===== config.mk =====
export PLATFORM = sky130hd
export DESIGN_NAME = puzzle_move_sequencer
export DESIGN_NICKNAME = d
export VERILOG_FILES = /design/src/rtl/puzzle_move_sequencer_pkg.sv /design/src/rtl/puzzle_move_legal.sv /design/src/rtl/puzzle_move_sequencer.sv
export SDC_FILE = /design/constraint.sdc
export NUM_CORES = 1
export LEC_CHECK = 0
export CAP_MARGIN = 40
export CORE_MARGIN = 4
export CORE_UTILIZATION = 47
export DETAILED_ROUTE_END_ITERATION = 8
export PLACE_DENSITY_LB_ADDON = 0.15
export SYNTH_ARGS = -nofsm -noshare
export SYNTH_HDL_FRONTEND = slang
export SYNTH_SLANG_ARGS = --single-unit

===== constraint.sdc =====
create_clock -name clk -period 3.4 [get_ports clk]
set_clock_uncertainty 0.05 [all_clocks]
set_input_delay 0.51 -clock clk [delete_from_list [all_inputs] [get_ports clk]]
set_output_delay 0.51 -clock clk [all_outputs]
set_load 0.02 [all_outputs]

===== src/rtl/puzzle_move_sequencer_pkg.sv =====
`default_nettype none
// ============================================================================
//  Module      : puzzle_move_sequencer_pkg
//  Description : Shared definitions for the 8-puzzle move sequencer: ALU
//                opcodes, move codes, board field slices, FSM encoding and
//                small helpers for move-code to opcode / inverse mapping.
//  Revision    : 1.0 - initial release
// ============================================================================
package puzzle_move_sequencer_pkg;

    localparam int BOARD_W   = 40;
    localparam int BLANK_MSB = 39;
    localparam int BLANK_LSB = 36;
    localparam logic [3:0] MAX_POS = 4'd8;

    // ALU opcodes shared with the 40-bit 8-puzzle ALU
    localparam logic [3:0] OP_NOP   = 4'h0;
    localparam logic [3:0] COMP     = 4'h1;
    localparam logic [3:0] TO_UP    = 4'h2;
    localparam logic [3:0] TO_DOWN  = 4'h3;
    localparam logic [3:0] TO_LEFT  = 4'h4;
    localparam logic [3:0] to_right = 4'h5;

    // Move codes: direction the blank moves
    localparam logic [1:0] MV_UP    = 2'd0;
    localparam logic [1:0] MV_DOWN  = 2'd1;
    localparam logic [1:0] MV_LEFT  = 2'd2;
    localparam logic [1:0] MV_RIGHT = 2'd3;

    typedef enum logic [2:0] {
        S_IDLE    = 3'd0,
        S_CHECK   = 3'd1,
        S_WAIT_MV = 3'd2,
        S_APPLY   = 3'd3,
        S_DONE    = 3'd4
    } state_t;

    function automatic logic [3:0] blank_of(input logic [BOARD_W-1:0] board);
        return board[BLANK_MSB:BLANK_LSB];
    endfunction

    function automatic logic [3:0] op_of_code(input logic [1:0] code);
        logic [3:0] op;
        case (code)
            MV_UP:   op = TO_UP;
            MV_DOWN: op = TO_DOWN;
            MV_LEFT: op = TO_LEFT;
            default: op = to_right;
        endcase
        return op;
    endfunction

    // UP<->DOWN and LEFT<->RIGHT differ only in the low bit
    function automatic logic [1:0] inv_code(input logic [1:0] code);
        return {code[1], ~code[0]};
    endfunction

endpackage
`default_nettype wire


===== src/rtl/puzzle_move_legal.sv =====
`default_nettype none
// ============================================================================
//  Module      : puzzle_move_legal
//  Description : Combinational legality check for a blank-tile move on the
//                3x3 board, plus the ALU opcode and inverse move code.
//  Revision    : 1.0 - initial release
// ============================================================================
module puzzle_move_legal
    import puzzle_move_sequencer_pkg::*;
(
    input  logic [3:0] i_pos,
    input  logic [1:0] i_code,
    output logic       o_legal,
    output logic [3:0] o_opcode,
    output logic [1:0] o_inv_code
);

    logic w_on_board;
    logic w_top_row;
    logic w_bot_row;
    logic w_left_col;
    logic w_right_col;

    assign w_on_board  = (i_pos <= MAX_POS);
    assign w_top_row   = (i_pos <= 4'd2);
    assign w_bot_row   = (i_pos >= 4'd6);
    assign w_left_col  = (i_pos == 4'd0) || (i_pos == 4'd3) || (i_pos == 4'd6);
    assign w_right_col = (i_pos == 4'd2) || (i_pos == 4'd5) || (i_pos == 4'd8);

    // A move is legal when the blank's target cell stays on the 3x3 grid
    always_comb begin
        o_legal = 1'b0;
        case (i_code)
            MV_UP:   o_legal = w_on_board && !w_top_row;
            MV_DOWN: o_legal = w_on_board && !w_bot_row;
            MV_LEFT: o_legal = w_on_board && !w_left_col;
            default: o_legal = w_on_board && !w_right_col;
        endcase
    end

    assign o_opcode   = op_of_code(i_code);
    assign o_inv_code = inv_code(i_code);

endmodule
`default_nettype wire


===== src/rtl/puzzle_move_sequencer.sv =====
`default_nettype none
// ============================================================================
//  Module      : puzzle_move_sequencer
//  Description : Sequences the shared 8-puzzle ALU: loads start/goal boards,
//                accepts blank-tile moves, applies legal ones through the
//                ALU and compares each result against the goal.
//                Optional macro UNDO_EN adds mv_undo and a move-history LIFO.
//  Revision    : 1.0 - initial release
// ============================================================================
module puzzle_move_sequencer
    import puzzle_move_sequencer_pkg::*;
#(
    parameter int MAX_MOVES  = 31,
    parameter int CNT_W      = 8,
    parameter int UNDO_DEPTH = 8
) (
    input  logic              clk,
    input  logic              rst,
    input  logic              start_valid,
    output logic              start_ready,
    input  logic [39:0]       start_board,
    input  logic [39:0]       goal_board,
    input  logic              mv_valid,
    output logic              mv_ready,
    input  logic [1:0]        mv_code,
    output logic              mv_illegal,
    output logic              done,
    input  logic              done_ack,
`ifdef UNDO_EN
    input  logic              mv_undo,
`endif
    output logic              solved,
    output logic              bad_board,
    output logic              busy,
    output logic [CNT_W-1:0]  move_cnt,
    output logic [39:0]       board_out,
    output logic [3:0]        alu_op,
    output logic [39:0]       alu_in0,
    output logic [39:0]       alu_in1,
    input  logic [39:0]       alu_out,
    input  logic              alu_zf
);

    localparam logic [CNT_W-1:0] c_max_moves = CNT_W'(MAX_MOVES);
    localparam logic [CNT_W-1:0] c_one       = CNT_W'(1);

    state_t             r_state;
    logic [39:0]        r_board;
    logic [39:0]        r_goal;
    logic [CNT_W-1:0]   r_cnt;
    logic               r_solved;
    logic               r_bad;
    logic               r_illegal;
    logic [3:0]         r_alu_op;
    logic [39:0]        r_alu_in0;
    logic [39:0]        r_alu_in1;

    logic               w_legal;
    logic [3:0]         w_mv_op;
    logic [1:0]         w_inv_code;
    logic               w_start_bad;

    puzzle_move_legal u_legal (
        .i_pos      (blank_of(r_board)),
        .i_code     (mv_code),
        .o_legal    (w_legal),
        .o_opcode   (w_mv_op),
        .o_inv_code (w_inv_code)
    );

    assign w_start_bad = (blank_of(start_board) > MAX_POS);

`ifdef UNDO_EN
    localparam int HW = $clog2(UNDO_DEPTH + 1);

    logic [1:0]    r_hist [UNDO_DEPTH];
    logic [HW-1:0] r_hist_cnt;
    logic          r_dec;
    logic          w_hist_empty;
    logic          w_hist_full;
    logic [HW-1:0] w_top_idx;
    logic [1:0]    w_top;
    logic          w_push;
    logic          w_pop;
    logic          w_clear;

    assign w_hist_empty = (r_hist_cnt == '0);
    assign w_hist_full  = (r_hist_cnt == HW'(UNDO_DEPTH));
    assign w_top_idx    = r_hist_cnt - HW'(1);
    assign w_clear      = (r_state == S_IDLE) && start_valid;
    assign w_pop        = (r_state == S_WAIT_MV) && mv_undo && !w_hist_empty;
    assign w_push       = (r_state == S_WAIT_MV) && !mv_undo && mv_valid && w_legal;

    // The history stores inverse codes so an undo is a direct lookup
    always_comb begin
        w_top = 2'd0;
        for (int i = 0; i < UNDO_DEPTH; i++) begin
            if (HW'(i) == w_top_idx) begin
                w_top = r_hist[i];
            end
        end
    end

    // History LIFO; a push into a full stack shifts out the oldest entry
    always_ff @(posedge clk) begin
        if (rst || w_clear) begin
            r_hist_cnt <= '0;
            for (int i = 0; i < UNDO_DEPTH; i++) begin
                r_hist[i] <= 2'd0;
            end
        end else if (w_pop) begin
            r_hist_cnt <= w_top_idx;
        end else if (w_push) begin
            if (w_hist_full) begin
                for (int i = 0; i < UNDO_DEPTH - 1; i++) begin
                    r_hist[i] <= r_hist[i+1];
                end
                r_hist[UNDO_DEPTH-1] <= w_inv_code;
            end else begin
                for (int i = 0; i < UNDO_DEPTH; i++) begin
                    if (HW'(i) == r_hist_cnt) begin
                        r_hist[i] <= w_inv_code;
                    end
                end
                r_hist_cnt <= r_hist_cnt + HW'(1);
            end
        end
    end
`else
    logic w_unused_inv;
    assign w_unused_inv = ^w_inv_code;
`endif

    // Main control FSM; ALU drive is registered so it is stable for the
    // whole CHECK / APPLY cycle
    always_ff @(posedge clk) begin
        if (rst) begin
            r_state   <= S_IDLE;
            r_board   <= '0;
            r_goal    <= '0;
            r_cnt     <= '0;
            r_solved  <= 1'b0;
            r_bad     <= 1'b0;
            r_illegal <= 1'b0;
            r_alu_op  <= OP_NOP;
            r_alu_in0 <= '0;
            r_alu_in1 <= '0;
`ifdef UNDO_EN
            r_dec     <= 1'b0;
`endif
        end else begin
            r_illegal <= 1'b0;
            r_alu_op  <= OP_NOP;
            r_alu_in0 <= '0;
            r_alu_in1 <= '0;
            case (r_state)
                S_IDLE: begin
                    if (start_valid) begin
                        r_board <= start_board;
                        r_goal  <= goal_board;
                        r_cnt   <= '0;
                        if (w_start_bad) begin
                            r_state  <= S_DONE;
                            r_bad    <= 1'b1;
                            r_solved <= 1'b0;
                        end else begin
                            r_state   <= S_CHECK;
                            r_alu_op  <= COMP;
                            r_alu_in0 <= goal_board;
                            r_alu_in1 <= start_board;
                        end
                    end
                end
                S_CHECK: begin
                    if (alu_zf) begin
                        r_state  <= S_DONE;
                        r_solved <= 1'b1;
                    end else if (r_cnt == c_max_moves) begin
                        r_state  <= S_DONE;
                        r_solved <= 1'b0;
                    end else begin
                        r_state <= S_WAIT_MV;
                    end
                end
                S_WAIT_MV: begin
`ifdef UNDO_EN
                    if (mv_undo) begin
                        if (w_hist_empty) begin
                            r_illegal <= 1'b1;
                        end else begin
                            r_state   <= S_APPLY;
                            r_dec     <= 1'b1;
                            r_alu_op  <= op_of_code(w_top);
                            r_alu_in1 <= r_board;
                        end
                    end else
`endif
                    if (mv_valid) begin
                        if (w_legal) begin
                            r_state   <= S_APPLY;
                            r_alu_op  <= w_mv_op;
                            r_alu_in1 <= r_board;
`ifdef UNDO_EN
                            r_dec     <= 1'b0;
`endif
                        end else begin
                            r_illegal <= 1'b1;
                        end
                    end
                end
                S_APPLY: begin
                    r_board   <= alu_out;
`ifdef UNDO_EN
                    r_cnt     <= r_dec ? (r_cnt - c_one) : (r_cnt + c_one);
`else
                    r_cnt     <= r_cnt + c_one;
`endif
                    r_state   <= S_CHECK;
                    r_alu_op  <= COMP;
                    r_alu_in0 <= r_goal;
                    r_alu_in1 <= alu_out;
                end
                S_DONE: begin
                    if (done_ack) begin
                        r_state  <= S_IDLE;
                        r_solved <= 1'b0;
                        r_bad    <= 1'b0;
                    end
                end
                default: begin
                    r_state <= S_IDLE;
                end
            endcase
        end
    end

    assign start_ready = (r_state == S_IDLE);
    assign mv_ready    = (r_state == S_WAIT_MV);
    assign done        = (r_state == S_DONE);
    assign busy        = (r_state != S_IDLE);
    assign mv_illegal  = r_illegal;
    assign solved      = r_solved;
    assign bad_board   = r_bad;
    assign move_cnt    = r_cnt;
    assign board_out   = r_board;
    assign alu_op      = r_alu_op;
    assign alu_in0     = r_alu_in0;
    assign alu_in1     = r_alu_in1;

endmodule
`default_nettype wire


==> flow_summary.yaml <==
run_status:
  status: "finished, final reports clean"
logic_synthesis:
  synth-seq-cells: 177
  yosys.area_share.simple_pct: 18.4
  syn-cell-area_mm2: 0.00729
  synth-seq-area-share_pct: 48.6
  postSynthCellCount: 831
  synth_compound_area_share_pct: 25.8
  syn_avg_cell_area_um2: 8.78
  ys_types: 55
  synth_xor_xnor_area_share_pct: 0.120
  syn-num-nets: 960
  yosysWarnings: 0
  synth_ff_type: "dfxtp_1"
  synth_fa_ha_area_share_pct: 0.172
  synth_edf_count: 0
  synthArstFlopShare_pct: 0
  yosys-mux-area-fraction_pct: 0.600
  synth_top_family_by_area: "compound AO/OA/AOI/OAI gates"
timing:
  max_freq_ghz: 0.383
  setup_violations: 0
  finalSetupTns_ns: 0
  hold_viol: 0
  slew_viol_final: 0
  slew_headroom_pct: 49.0
  hold_ws_ns: 0.408
  tightest_slew_ns: 0.765
  period_minus_slack_ns: 2.61
  finalCritPeriodShare_pct: 76.8
  rsz0062_at_grt: "no"
detailed_routing:
  first_pass_iters: 6
  wl_per_cell_um: 18.3
  num_vias: 7195
  drt_iter0_drc: 462
  ant_nets: 0
  drc: 0
  avgViaCountPerCell: 5.76
  drt-total-wl_um: 22800
global_route:
  grt_pass1_wl_um: 36400
  grt_overflow: 0
  grt_usage_pct: 25.1
  antenna_found_initial: 0
  grt_max_degree: 70
  grt_pass1_vias: 6958
final_layout:
  layout_common_cells: "clkdlybuf4s50_1, nand2_1, dfxtp_1"
  nFillCells: 1197
  drive_above_1_share_pct: 6.88
  syn2layout_area_growth_pct: 45.0
  fin_nets: 1177
  layout_commonest_cell: "clkdlybuf4s50_1"
  antenna_cells: 0
clock_tree:
  numCtsBuffers: 17
  clkLatencyLatePin_ns: 0.42
  post_cts_buffers: 0
  cts.repair.resized: 0
  cts-root-buf: "clkbuf_16"
  cts-hold-fix-buffers: 0
  cts_tree: "yes"
  cts_sinks: 177
  clockBufferDepth: 2
  path_clk_slew_ns: 0.07
  cts-htree-levels: 4
min_path:
  hold_class: "flop to flop"
  min-delay-start: "r_goal[7]$_SDFFE_PP0P_"
  worstHoldEndpoint: "r_goal[7]$_SDFFE_PP0P_"
  min_path_cells: 2
setup_path:
  r2r-end: "alu_in1[31]$_SDFF_PP0_"
  reg2regPathDepth: 5
  startpoint_type: "flop"
  worstPathArrival_ns: 2.05
  worstReg2RegStart: "r_state[2]$_SDFFE_PP0P_"
  worstPathMaxFanout: 17
  crit_path_end_kind: "primary output"
  worstSetupPathType: "flop to primary output"
  cp.required_ns: 2.84
  r2r_setup_slack_ns: 1.16
floorplan:
  pin_count: 267
  num_rows: 45
  die_x_um: 133
  initial_core_util_pct: 48.0
  die-area_mm2: 0.0176
  die_h_um: 133
  core-area_mm2: 0.0152
power:
  combPwrFrac_pct: 19.9
  sequentialPowerShare_pct: 41.3
  power.density_mw_per_mm2: 527
  p_int_uw: 4000
  leakagePower_uw: 0.00362
  ir_drop_uv: 364
  p_clk_share_pct: 38.8
  swShare_pct: 28.2
  power_switching_uw: 1570
placed_design:
  hpwl_um: 14700
  gp_congestion: 0.810
  io_buffer_count: 265
run:
  max_cap_violations: 0
## layer usage
metal	global-route usage (%)	up-vias	wire, um
met3	8.37	33	1970
li1	-	3441	-
met4	7.39	0	479
met2	41.9	291	11000
met1	31.1	3430	9360
met5	0	-	0
## Yosys cell counts (2+ instances only)
library cell	count	area [um^2]
nand3_1	4	20.0
dfxtp_1	177	3540
o31ai_1	5	37.5
clkbuf_1	36	135
a32o_1	2	20.0
o32ai_1	25	219
a311oi_1	26	228
buf_6	9	101
nand2b_1	4	25.0
a211oi_1	5	37.5
o32ai_2	10	163
o21ai_0	2	10.0
nor2b_1	2	12.5
mux2_2	3	33.8
nor3_1	6	30.0
o22ai_1	2	12.5
buf_2	32	160
buf_4	5	37.5
a21oi_1	58	290
a31oi_1	5	31.3
inv_1	5	18.8
or3_1	3	18.8
nand3b_1	3	22.5
a32oi_1	34	298
o21a_1	3	22.5
nand2_1	202	758
nor2_1	81	304
a22oi_1	55	413
## state kept, by name, indices dropped and copies added (netlist names)
| signal | flops |
|---|---|
| move_cnt | 8 |
| mv_illegal | 1 |
| solved | 1 |
| board_out | 40 |
| r_goal | 40 |
| alu_in1 | 40 |
| r_state | 3 |
| bad_board | 1 |
| alu_op | 3 |
| alu_in0 | 40 |
## power groups by stage
stage / Clock [uW] / Combinational, uW / Sequential (uW)
finish: 2160 / 1110 / 2300
global route: 2270 / 1190 / 2320
CTS: 2190 / 1110 / 2300
detailed placement: 0 / 1100 / 2340
global placement: 0 / 1100 / 2340
floorplan: 0 / 525 / 2420
## cell type report
class / count / area, um^2 / area share, %
repair buffers: 281 / 2810 / 26.5
multi-input cells: 566 / 3320 / 31.4
clock buffers: 17 / 425 / 4.02
well taps: 188 / 235 / 2.22
inverters: 5 / 18.8 / 0.177
clock inverters: 15 / 229 / 2.16
flip-flops and latches: 177 / 3540 / 33.5
## worst max-delay path, stage by stage, from the launching register on
cell and delay, ns:
dfxtp_1 0.49, or3_1 0.41, inv_1 0.09, clkdlybuf4s50_1 0.64
## cells by family after synthesis
kind of cell,after synthesis
flip-flops,177
multiplexers,4
buffers and inverters,88
AND/OR/NAND/NOR,318
adder cells (fa/ha/maj),1
other,1
AO/OA/AOI/OAI,241
XOR/XNOR,1
## worst max path at each step
stage                             endpoint  cells after the start                       start  slack (ns)
global route                   start_ready                      3     r_state[2]$_SDFFE_PP0P_        0.70
floorplan           alu_in1[11]$_SDFF_PP0_                      7  board_out[37]$_SDFFE_PP0P_        1.60
detailed placement  alu_in0[32]$_SDFF_PP0_                      6                 start_valid        0.83
CTS                            start_ready                      3     r_state[2]$_SDFFE_PP0P_        0.78
global placement    alu_in0[31]$_SDFF_PP0_                      6                 start_valid        0.88
finish                         start_ready                      3     r_state[2]$_SDFFE_PP0P_        0.79
## per-stage QoR
step	setup WS [ns]	power, uW	utilization (%)	instances	area [um^2]
2_1_floorplan	1.60	2950	-	831	7290
3_3_place_gp	0.877	3440	65.3	1217	9930
3_5_place_dp	0.827	3450	65.3	1217	9930
4_1_cts	0.777	5610	69.6	1249	10600
5_1_grt	0.703	5770	69.6	1249	10600
6_report	0.788	5570	69.6	1249	10600
No activity file was read; power rests on OpenSTA's default activity.
